<file path="src/rtl/gray_counter.sv">
// Registered up/down Gray-code counter with parallel load, wrap/saturate mode
// and a one-cycle terminal-count pulse. Binary and Gray views update together.
module gray_counter #(
   parameter int unsigned          SIZE      = 8,
   parameter bit                   WRAP      = 1'b1,
   parameter logic [SIZE-1:0]      RESET_VAL = '0
) (
   input  logic            clk,
   input  logic            rst,
   input  logic            en,
   input  logic            up_dn,
   input  logic            load,
   input  logic [SIZE-1:0] load_bin,
   output logic [SIZE-1:0] bin,
   output logic [SIZE-1:0] gray,
   output logic            tc
);

   localparam logic [SIZE-1:0] MAX_VAL   = '1;
   localparam logic [SIZE-1:0] MIN_VAL   = '0;
   localparam logic [SIZE-1:0] ONE       = SIZE'(1);
   localparam logic [SIZE-1:0] RESET_GRY = RESET_VAL ^ (RESET_VAL >> 1);

   logic [SIZE-1:0] next_bin;
   logic [SIZE-1:0] next_gray;
   logic            next_tc;

   always_comb begin
      // NOTE: defaults first so every path assigns every output -- no latches.
      next_bin = bin;
      next_tc  = 1'b0;
      if (load) begin
         next_bin = load_bin;
      end else if (en) begin
         if (up_dn) begin
            if (bin == MAX_VAL) begin
               next_tc  = 1'b1;
               next_bin = WRAP ? MIN_VAL : bin;
            end else begin
               next_bin = bin + ONE;
            end
         end else begin
            if (bin == MIN_VAL) begin
               next_tc  = 1'b1;
               next_bin = WRAP ? MAX_VAL : bin;
            end else begin
               next_bin = bin - ONE;
            end
         end
      end
   end

   // Gray is encoded before the register so the output is a clean flop.
   assign next_gray = next_bin ^ (next_bin >> 1);

   always_ff @(posedge clk or posedge rst) begin
      // NOTE: non-blocking assignments keep all three registers updating on the same edge.
      if (rst) begin
         bin  <= RESET_VAL;
         gray <= RESET_GRY;
         tc   <= 1'b0;
      end else begin
         bin  <= next_bin;
         gray <= next_gray;
         tc   <= next_tc;
      end
   end

endmodule

</file>
<file path="config.mk">
export PLATFORM = sky130hd
export DESIGN_NAME = gray_counter
export DESIGN_NICKNAME = d
export VERILOG_FILES = /design/src/rtl/gray_counter.sv
export SDC_FILE = /design/constraint.sdc
export NUM_CORES = 1
export LEC_CHECK = 0
export ABC_AREA = 0
export BUFFER_PORTS_ARGS = -buffer_cell sky130_fd_sc_hd__buf_2
export CORE_AREA = 2 2 43 65
export DETAILED_ROUTE_END_ITERATION = 10
export DIE_AREA = 0 0 45 67
export PLACE_DENSITY = 0.69
export SETUP_SLACK_MARGIN = 0.15
export SYNTH_ARGS = -nofsm -noshare
export SYNTH_HDL_FRONTEND = slang
export SYNTH_SLANG_ARGS = --single-unit
</file>
<file path="constraint.sdc">
create_clock -name clk -period 5.7 [get_ports clk]
set_clock_uncertainty 0.05 [all_clocks]
set_input_delay 1.14 -clock clk [delete_from_list [all_inputs] [get_ports clk]]
set_output_delay 1.14 -clock clk [all_outputs]
set_load 0.005 [all_outputs]
</file>
# Word-level counts from Yosys, hierarchy flattened
# Cells that the tools add are included.
[totals] ff_bits=17 out_inout_bits=17
[classes] n_addsub=2 eq_ne=1 muxes=10 n_bitwise=1 n_reduce_logical=1
[op_table] cell="$mux W8" n=5
[op_table] cell="$add A8 B1 Y8 const B" n=1
[op_table] cell="$eq A8 B8 Y1 const B" n=1
[op_table] cell="$logic_not A8 Y1" n=1
[op_table] cell="$sub A8 B1 Y8 const B" n=1
[op_table] cell="$xor A8 B7 Y8" n=1
[op_table] cell="$mux W1" n=5

# Logic depth before layout (Yosys ltp)
# Gate-level depths: netlist (run 1).
[depth] depth_word=6 ltp_mapped=7 mapped_depth_nobuf=7

# Worst setup path after synthesis (run 1)
# No wires, ideal clock.
[synth_timing] path_kind="input-to-reg" start="in en" end="reg gray[5]" setup_time_ns=0.079 t_arrival_ns=2.277 required_ns=5.571 slack_ns=3.294 path_stages=6 n_path_buf=1 cell_sequence="clkbuf_1 -> nor2b_1 -> a311oi_1 -> a311o_1 -> a2bb2oi_2 -> xor2_1"
[synth_via] elab_chain_len=3
[synth_rtl] element="start, declared" line="10" source="input logic en,"
[synth_rtl] element="$mux W8" line="34" source="end else if (en) begin"
[synth_rtl] element="$mux W8" line="32" source="if (load) begin"
[synth_rtl] element="via next_bin[6]" line="24" source="logic [SIZE-1:0] next_bin;"
[synth_rtl] element="$xor A8 B7 Y8" line="54" source="assign next_gray = next_bin ^ (next_bin >> 1);"
[synth_rtl] element="via next_gray[5]" line="25" source="logic [SIZE-1:0] next_gray;"
[synth_rtl] element="end signal, assigned" line="64" source="gray <= next_gray;"
[synth_rtl] element="end, declared" line="15" source="output logic [SIZE-1:0] gray,"
# The timed path passes the listed nets, and every way through them passes these cells.

# Worst setup path after layout (run 1)
[layout_timing] start="reg bin[2]" end="out bin[2]"
[layout_lines] element="start, declared" line="14" source="output logic [SIZE-1:0] bin,"
[layout_lines] element="start signal, assigned" line="63" source="bin <= next_bin;"
# No word-level cell between the ends.

==> metrics.csv, run 1 <==
metric;value;unit
Gate Count Post-Synth;104;
Worst Tran Pin Value;605;ps
commonest cells in the netlist;16 x dfrtp_1, 7 x xnor2_1, 6 x xor2_1;
Levels on crit path;1;
first-pass GRT wire length;3820;um
Routed Antenna Nets;0;
Final Slew Violations;0;
Buf/Inv on CP;1;
TritonCTS buffer count;3;
Syn Nets;120;
area of placed instances;0.00120;mm2
VDD IR max;0.136;mV
type of the worst min-delay path;flip-flop to flip-flop;
Die Ht;67;um
Lkg Pwr;0.555;nW
WL met3;90;um
worst-case reg-to-reg path depth;7;
share of cells above drive strength 1;32.6;%
Std-Cell Rows;22;
core area;0.00242;mm2
Netlist Area Pre-Place;0.00107;mm2
H-tree levels;1;
required time worst endpoint;4510;ps
Worst Hold Path Cells;2;
drt drc;0;
number of global-route vias before repair;842;
PD cells;256;mW/mm2
ys flop type;dfrtp_1;
DIE AREA;0.00302;mm2
gpl congestion;0.904;
fillcell total;257;
CP arrival;1090;ps
final global-route overflow total;0;
Detailed Route Iter0 Violations;19;
hold buffer count at CTS;0;
IO Pins;30;
CP endpoint kind;output port;
antenna diode count;0;
clock latency on the worst-skew pair;300;ps
Rel. slew slack;59.6;%
YS warnings;0;
count of final hold-check violations;0;
run status;complete, no violations;
CP Class;flip-flop to output port;
Seq/Total Area, Yosys;37.3;%
Non-Filler Instances;153;
Post-Place Cells;150;
Final nets;147;
GR Util All Layers;18.1;%
postcts setup bufs;0;
CP Max Fanout;11;
CP peak stage delay;600;ps
Tcrit/Tclk final;40.0;%
CTS tree;yes;
Synth Register Bits;16;
most common cell in the synthesized netlist;dfrtp_1;
Post-synth EDFFs;0;
fin crit period;2280;ps
ys async rst share;100;%
largest net degree at the start of global routing;17;
design area;0.00123;mm2
clk sinks;16;
PortBufs;29;
CTS resizes;0;
Reg clk slew, reported paths;80;ps
drt first pass iters;4;
uppermost layer routed;met4;
CP Cell Sequence;buf_2;
crit path max-delay cell type;dfrtp_1;
WL met1;916;um
wire per inst;15.4;um
area leader, netlist;dfrtp_1;
post-layout util;50.6;%
area share of the largest cell type after synthesis;37.3;%
Fmax achieved;0.439;GHz
Startpoint Class;flip-flop;
initial antenna violation count;0;
vias per cell;5.75;
area delta synth->final;14.1;%
Synth cell types;45;
Avg Inst Size Synth;10.3;um2
routed vias;880;
detailed-placement wirelength estimate;1810;um
RSZ-0062 raised after global routing;no;
Total Wirelength;2360;um
met2 wire length;1270;um
Die Wd;45;um
CTS Buffer Depth;2;
clk root buf;clkbuf_4;
initial core utilization;44.4;%
top cells by area, synth;dfrtp_1 37%, xnor2_1 5.7%, xor2_1 4.9%, ha_1 3.5%, nor3b_1 3.5%;
Largest delay share family, worst path;flip-flops;
Max-Cap Viols;0;
Fin Setup TNS;0;ps
final setup vio count;0;
worst paths after layout:
kind | start | end | slack [ps]
min in group asynchronous | rst | gray[3]$_DFF_PP0_ | 840
worst max-delay path | bin[2]$_DFF_PP0_ | bin[2] | 3420
max in group asynchronous | rst | bin[4]$_DFF_PP0_ | 4370
worst min register to register | bin[7]$_DFF_PP0_ | tc$_DFF_PP0_ | 690
worst max register to register | bin[0]$_DFF_PP0_ | gray[2]$_DFF_PP0_ | 3510
worst min-delay path | bin[7]$_DFF_PP0_ | tc$_DFF_PP0_ | 690
stage by stage:
stage          hold slack (ps)  power (W)  setup WS (ps)
6_report                   691   0.000314           3420
5_1_grt                    753   0.000336           3340
4_1_cts                    697   0.000317           3410
3_5_place_dp               685   0.000257           3150
3_3_place_gp               680   0.000256           3170
2_1_floorplan              609   0.000226           3290
metal layers:
metal  global-route usage [%]  vias to the layer above
met5                        0                        -
met2                     30.5                       20
met3                     2.71                        7
met1                     19.4                      419
li1                         -                      434
met4                     13.2                        0
area by class of cell:
class | count | area, um2 | area share, %
timing repair buffer | 29 | 145 | 11.8
clock buffer | 3 | 22.5 | 1.84
multi-input combinational | 77 | 613 | 50.0
inverter | 4 | 15.0 | 1.22
tap | 24 | 30.0 | 2.45
sequential | 16 | 400 | 32.7
layout by cell type, fill, tap and decap left out, types with 2 or more instances in the layout:
| cell | netlist | routed |
|---|---|---|
| nand2_1 | 5 | 5 |
| xnor2_1 | 7 | 7 |
| buf_2 | 1 | 29 |
| o21ai_0 | 3 | 3 |
| nor3b_1 | 5 | 5 |
| ha_1 | 3 | 3 |
| nand2b_1 | 2 | 2 |
| nor2b_1 | 2 | 2 |
| nand3_1 | 5 | 5 |
| and3_1 | 2 | 2 |
| a21oi_1 | 5 | 5 |
| dfrtp_1 | 16 | 16 |
| inv_1 | 4 | 4 |
| xor2_1 | 6 | 6 |
| clkbuf_4 | 0 | 3 |
| nor2_1 | 4 | 4 |
| a31oi_1 | 2 | 2 |
power breakdown:
| group | internal (W) | leakage [nW] | switching [W] |
|---|---|---|---|
| Clock | 0.0000247 | 0.0138 | 0.0000357 |
| Sequential | 0.000132 | 0.194 | 0.0000219 |
| Combinational | 0.0000516 | 0.347 | 0.0000476 |
sequential cells by signal (all words and copies together) (netlist names):
signal and cells:
tc 1, gray 7, bin 8
cells by family (layout without fill, tap and decap cells):
family,after synthesis,after routing,synth area share [%]
compound gates,27,27,21.5
xor+xnor,13,13,10.6
fa+ha+maj,3,3,3.49
buf+inv,11,36,5.70
flops,16,16,37.3
mux,1,1,0.931
simple gates,33,33,20.5
Note: power is estimated with default switching activity, not from simulation.
==> run 2, diff against run 1 <==
ABC_AREA = 1   (was 0)
CORE_AREA = 2 2 46 70   (was 2 2 43 65)
DIE_AREA = 0 0 48 72   (was 0 0 45 67)
PLACE_DENSITY = 0.67   (was 0.69)
clock period = 2.4 ns   (was 5.7 ns; I/O delays follow)
==> run 2 against run 1 <==
Net effect: register-to-register slack worse by 2900 ps; synthesized cell count grew 76%; utilization down 0.66 points; first-iteration DRC count is 53% higher; sequential share of layout area shrank 4.6 points; routed wire length rose by 22%; cell count is 62% higher; total power grew to 2.5 times the previous value; largest cell class unchanged; largest power group unchanged.
==> metrics.csv, run 2 <==
metric;value;unit;change
run status;complete, no violations;;unchanged
pre-CTS WS;599;ps;was 3150 ps
Detailed Route Iter0 Violations;29;;was 19
Std-Cell Rows;24;;was 22
Compound-Gate Fraction of Synth Area;9.75;%;was 21.5%
Reg with most FFs;bin;;unchanged
Netlist Area Pre-Place;0.00124;mm2;was 0.00107 mm2
Sw Share;34.9;%;was 33.5%
Rel. slew slack;61.0;%;was 59.6%
Avg Inst Size Synth;6.80;um2;was 10.3 um2
Seq/Total Area, Yosys;32.2;%;was 37.3%
YS warnings;0;;unchanged
most common cell in the synthesized netlist;nand2_1;;was dfrtp_1
routed vias;1178;;was 880
GR Util All Layers;18.8;%;was 18.1%
number of global-route vias before repair;1105;;was 842
commonest cells in the netlist;65 x nand2_1, 23 x inv_1, 19 x nand3_1;;was 16 x dfrtp_1, 7 x xnor2_1, 6 x xor2_1
Max-Cap Viols;0;;unchanged
combinational group share of total power;31.8;%;was 31.6%
drt first pass iters;5;;was 4
Final nets;227;;was 147
wire per inst;11.6;um;was 15.4 um
count of final hold-check violations;0;;unchanged
CP Max Fanout;6;;was 11
Die Wd;48;um;was 45 um
final setup vio count;0;;unchanged
Fin Setup TNS;0;ps;unchanged
Lkg Pwr;0.785;nW;was 0.555 nW
Net Switching;0.000277;W;was 0.000105 W
Clk pwr share;24.8;%;was 19.3%
post-synthesis simple-gate area fraction;40.3;%;was 20.5%
type of the worst min-delay path;input port to async pin;;was flip-flop to flip-flop
PortBufs;29;;unchanged
detailed-placement wirelength estimate;2310;um;was 1810 um
biggest regs;bin x8, gray x7, tc x1;;unchanged
clk sinks;16;;unchanged
final setup margin;587;ps;was 3420 ps
RSZ-0062 raised after global routing;no;;unchanged
hold buffer count at CTS;0;;unchanged
Seq pwr share;43.4;%;was 49.1%
DIE AREA;0.00346;mm2;was 0.00302 mm2
max FFs per register;8;;unchanged
final global-route overflow total;0;;unchanged
Startpoint Class;flip-flop;;unchanged
clk root buf;clkbuf_8;;was clkbuf_4
drt drc;0;;unchanged
most frequent cells in the layout;65 x nand2_1, 29 x buf_2, 23 x inv_1;;was 29 x buf_2, 16 x dfrtp_1, 7 x xnor2_1
ys async rst share;100;%;unchanged
Power Internal;0.000516;W;was 0.000209 W
TritonCTS buffer count;3;;unchanged
IO Pins;30;;unchanged
Syn Nets;199;;was 120
CTS Buffer Depth;2;;unchanged
most common cell after layout, fill and taps aside;nand2_1;;was buf_2
antenna diode count;0;;unchanged
Reg clk slew, reported paths;60;ps;was 80 ps
CP Class;flip-flop to flip-flop;;was flip-flop to output port
initial antenna violation count;0;;unchanged
CP endpoint kind;flip-flop;;was output port
CP arrival;1900;ps;was 1090 ps
largest net degree at the start of global routing;17;;unchanged
Tcrit/Tclk final;75.5;%;
Gate Count Post-Synth;183;;was 104
clock latency on the worst-skew pair;240;ps;was 300 ps
area delta synth->final;14.5;%;was 14.1%
share of cells above drive strength 1;24.4;%;was 32.6%
Fmax achieved;0.552;GHz;
CTS resizes;0;;unchanged
VDD IR max;0.452;mV;was 0.136 mV
area share of the largest cell type after synthesis;32.2;%;was 37.3%
area leader, netlist;dfrtp_1;;unchanged
H-tree levels;1;;unchanged
Total Wirelength;2870;um;was 2360 um
Final Slew Violations;0;;unchanged
Die Ht;72;um;was 67 um
vias per cell;4.75;;was 5.75
Routed Antenna Nets;0;;unchanged
fin crit period;1810;ps;
core area;0.00285;mm2;was 0.00242 mm2
PD cells;556;mW/mm2;was 256 mW/mm2
Worst Tran Pin Value;584;ps;was 605 ps
multiplexer share of the synthesized area;0;%;was 0.931%
Synth Register Bits;16;;unchanged
first-pass GRT wire length;4850;um;was 3820 um
Synth Area in Adders;3.02;%;was 3.49%
top cells by area, synth;dfrtp_1 32%, nand2_1 20%, nand3_1 7.6%, inv_1 6.9%, a21oi_1 3.2%;;was dfrtp_1 37%, xnor2_1 5.7%, xor2_1 4.9%, ha_1 3.5%, nor3b_1 3.5%
Post-Synth XOR/XNOR Area;2.81;%;was 10.6%
main combinational cell family by area after synthesis;simple AND/OR/NAND/NOR gates;;was compound AO/OA/AOI/OAI gates
initial core utilization;43.6;%;was 44.4%
gpl congestion;0.911;;was 0.904
required time worst endpoint;2490;ps;was 4510 ps
Synth cell types;29;;was 45
postcts setup bufs;0;;unchanged
Post-synth EDFFs;0;;unchanged
CTS tree;yes;;unchanged
ys flop type;dfrtp_1;;unchanged
-- run 2: changes by cell type in the layout (fill, tap and decap cells not counted), moves of 4 or more --
| cell | before | now |
|---|---|---|
| nand2_1 | 5 | 65 |
| inv_1 | 4 | 23 |
| nand3_1 | 5 | 19 |
| xnor2_1 | 7 | 1 |
| nand2_2 | 0 | 5 |
| nor2_1 | 4 | 9 |
| nor3b_1 | 5 | 0 |
| nor2_2 | 0 | 4 |
-- run 2: path summary, 6_finish.rpt --
kind / start / end / slack, ps / cells past startpoint
max: bin[0]$_DFF_PP0_ / gray[5]$_DFF_PP0_ / 590 / 12
min: rst / gray[6]$_DFF_PP0_ / 240 / 2
max reg2reg: bin[0]$_DFF_PP0_ / gray[5]$_DFF_PP0_ / 590 / 12
min reg2reg: bin[0]$_DFF_PP0_ / bin[0]$_DFF_PP0_ / 710 / 4
max in group asynchronous: rst / bin[0]$_DFF_PP0_ / 1680 / 2
min in group clk: load_bin[0] / bin[0]$_DFF_PP0_ / 420 / 3
-- run 2: metrics by stage --
step / power [W] / std cells / util, % / hold slack [ps] / cell area, um2
floorplan: 0.000527 / 183 / - / 344 / 1240
global placement: 0.000601 / 245 / 48.5 / 525 / 1380
detailed placement: 0.000602 / 245 / 48.5 / 526 / 1380
CTS: 0.000799 / 248 / 50.0 / 264 / 1430
global route: 0.000852 / 248 / 50.0 / 304 / 1430
finish: 0.000793 / 248 / 50.0 / 238 / 1430
-- run 2: kinds of logic after synthesis --
logic type,Yosys count
buffers and inverters,31
and+or+nand+nor,111
adders and majority gates,3
AOI/OAI and AO/OA,18
xor gates and xnor gates,4
DFF,16
-- run 2: critical path: stages, from the launching register on --
cell	delay [ps]
dfrtp_1	450
inv_1	120
ha_1	250
nand3_1	110
nor2_2	60
nor2_4	160
nand3_1	110
nand2_1	80
nand2_1	50
nand2_2	80
nand2_1	90
nand2_1	60
nand2_1	50
-- run 2: layout make-up --
type,count,area [um2]
timing repair buffer,29,145
sequential,16,400
tap,39,48.8
inverter,25,93.8
multi-input combinational,136,696
clock buffer,3,41.3
fill,304,1430
-- run 2: power groups by stage --
stage               combinational [W]  sequential (W)  clock, W
floorplan                    0.000187        0.000340         0
global placement             0.000252        0.000349         0
detailed placement           0.000254        0.000348         0
CTS                          0.000255        0.000344  0.000199
global route                 0.000290        0.000351  0.000212
finish                       0.000252        0.000344  0.000196
-- run 2: routing by layer --
layer	GRT usage, %	vias up	wire length (um)
met5	0	-	0
met2	30.4	29	1500
met1	26.2	522	1210
li1	-	621	-
met4	4.80	0	46
met3	2.24	6	108
==> run 3, diff against run 2 <==
PLACE_DENSITY = 0.7   (was 0.67)
clock period = 1.5 ns   (was 2.4 ns; I/O delays follow)
==> run 3 against run 2 <==
Net effect: largest cell class unchanged; setup slack lost 690 ps; highest routed layer unchanged; fmax grew 13%; sequential cell count is the same; cell count grew 10%; clock power grew 57%; design area grew 22%; the flow now finishes with violations (negative hold slack, negative setup slack); register-to-register slack lost 690 ps; worst hold slack lost 240 ps; utilization grew 11 points; non-clock buffer count grew 26.
==> metrics.csv, run 3 (same netlist as run 2, synthesis figures left out) <==
metric;value;unit;change
DIE AREA;0.00346;mm2;unchanged
clk sinks;16;;unchanged
Die Ht;72;um;unchanged
PD cells;818;mW/mm2;was 556 mW/mm2
IO Pins;30;;unchanged
hold buffer count at CTS;0;;unchanged
core area;0.00285;mm2;unchanged
routed vias;1301;;was 1178
clk root buf;clkbuf_8;;unchanged
fin crit period;1600;ps;was 1810 ps
Tcrit/Tclk final;107;%;was 75.5%
initial antenna violation count;0;;unchanged
wire per inst;12.0;um;was 11.6 um
run status;complete, but fails checks;;was complete, no violations
type of the worst min-delay path;input port to async pin;;unchanged
final setup margin;-98.3;ps;was 587 ps
area of placed instances;0.00157;mm2;was 0.00138 mm2
first-pass GRT wire length;5450;um;was 4850 um
H-tree levels;1;;unchanged
Detailed Route Iter0 Violations;25;;was 29
TritonCTS buffer count;3;;unchanged
gpl congestion;0.854;;was 0.911
number of global-route vias before repair;1281;;was 1105
CP arrival;1680;ps;was 1900 ps
PortBufs;29;;unchanged
max FFs per register;8;;unchanged
antenna diode count;0;;unchanged
failing checks;negative hold slack, negative setup slack;;
most frequent cells in the layout;60 x nand2_1, 29 x buf_2, 24 x buf_4;;was 65 x nand2_1, 29 x buf_2, 23 x inv_1
CP peak stage delay;440;ps;was 450 ps
clock latency on the worst-skew pair;240;ps;about the same
largest net degree at the start of global routing;17;;unchanged
Std-Cell Rows;24;;unchanged
CTS Buffer Depth;2;;unchanged
most common cell after layout, fill and taps aside;nand2_1;;unchanged
Worst Tran Pin Value;300;ps;was 584 ps
Fmax achieved;0.626;GHz;was 0.552 GHz
share of cells above drive strength 1;45.1;%;was 24.4%
met2 wire length;1760;um;was 1500 um
RSZ-0062 raised after global routing;yes;;was no
Die Wd;48;um;unchanged
count of final hold-check violations;4;;was 0
Final nets;253;;was 227
post-layout util;60.8;%;was 50.0%
fillcell total;279;;was 304
Buf/Inv on CP;1;;unchanged
Final Slew Violations;0;;unchanged
most used cell along the critical path;nand2_1;;unchanged
design area;0.00173;mm2;was 0.00143 mm2
CP Max Fanout;6;;unchanged
drt first pass iters;4;;was 5
pre-CTS WS;-126;ps;was 599 ps
CTS tree;yes;;unchanged
initial core utilization;43.6;%;unchanged
Lkg Pwr;0.910;nW;was 0.785 nW
Startpoint Class;flip-flop;;unchanged
detailed-placement wirelength estimate;2540;um;was 2310 um
VDD IR max;0.605;mV;was 0.452 mV
CP endpoint kind;flip-flop;;unchanged
drt drc;0;;unchanged
area delta synth->final;39.3;%;was 14.5%
Reg clk slew, reported paths;60;ps;about the same
Largest delay share family, worst path;simple AND/OR/NAND/NOR gates;;unchanged
CP Class;flip-flop to flip-flop;;unchanged
Rel. slew slack;80.0;%;was 61.0%
WL met3;103;um;was 108 um
uppermost layer routed;met4;;unchanged
vias per cell;4.75;;about the same
final global-route overflow total;0;;unchanged
WL met1;1360;um;was 1210 um
biggest regs;bin x8, gray x7, tc x1;;unchanged
Total Wirelength;3280;um;was 2870 um
crit path max-delay cell type;dfrtp_2;;was dfrtp_1
Hold Slack;-0.182;ps;was 238 ps
CP Cell Sequence;inv_2 -> ha_2 -> nand3_1 -> nand2_1 -> nand2_1 -> nand2_1 -> nand3_2 -> nand2_1 -> nand2_1 -> nand2_1 -> nand2_1;;was inv_1 -> ha_1 -> nand3_1 -> nor2_2 -> nor2_4 -> nand3_1 -> nand2_1 -> nand2_1 -> nand2_2 -> nand2_1 -> nand2_1 -> nand2_1
final setup vio count;9;;was 0
required time worst endpoint;1580;ps;was 2490 ps
Pwr Total;0.00142;W;was 0.000793 W
GR Util All Layers;21.1;%;was 18.8%
Routed Antenna Nets;0;;unchanged
Reg with most FFs;bin;;unchanged
Max-Cap Viols;0;;unchanged
-- run 3: worst reg2reg max path: stages, from the launching register on --
cell and delay, ps:
dfrtp_2 440, inv_2 100, ha_2 240, nand3_1 90, nand2_1 60, nand2_1 50, nand2_1 90, nand3_2 110
nand2_1 70, nand2_1 60, nand2_1 60, nand2_1 50
-- run 3: path summary, 6_finish.rpt --
path | from | end | slack (ps) | cells after the start
worst max-delay path | bin[1]$_DFF_PP0_ | gray[5]$_DFF_PP0_ | -100 | 11
worst min-delay path | rst | gray[6]$_DFF_PP0_ | -0.2 | 3
worst max register to register | bin[1]$_DFF_PP0_ | gray[5]$_DFF_PP0_ | -100 | 11
worst min register to register | bin[0]$_DFF_PP0_ | bin[0]$_DFF_PP0_ | 800 | 5
max in group asynchronous | rst | bin[4]$_DFF_PP0_ | 1210 | 3
min in group clk | load_bin[0] | bin[0]$_DFF_PP0_ | 240 | 3
-- run 3: timing repair --
item                                   CTS  global route
resized for setup                       11            13
pin swaps                                7             4
gates cloned                             0             0
setup buffers                            4             3
setup endpoints to repair               17            17
endpoints found under the hold margin    0             0
-- run 3: stage by stage --
stage               std cells  setup TNS [ps]
finish                    274            -635
global route              274           -2350
CTS                       271            -703
detailed placement        264            -862
global placement          264            -654
floorplan                 183               0
-- run 3: cell type report --
class	count	area [um2]	area share (%)
Multi-Input combinational cell	136	796	45.9
Sequential cell	16	407	23.4
Tap cell	39	48.8	2.81
Inverter	25	93.8	5.41
Clock buffer	3	41.3	2.38
Timing Repair Buffer	55	348	20.1
-- run 3: report_power, final --
group / switching (W) / internal (W) / total, W / leakage [nW]
Sequential: 0.0000552 / 0.000491 / 0.000546 / 0.185
Clock: 0.000131 / 0.000177 / 0.000308 / 0.0216
Combinational: 0.000309 / 0.000256 / 0.000564 / 0.703
Total: 0.000495 / 0.000924 / 0.00142 / 0.910
-- run 3: layer usage --
metal  vias up  global-route usage, %
met5         -                      0
met4         0                   7.21
met3         4                   1.99
met2        28                   35.3
met1       593                   27.1
li1        676                      -
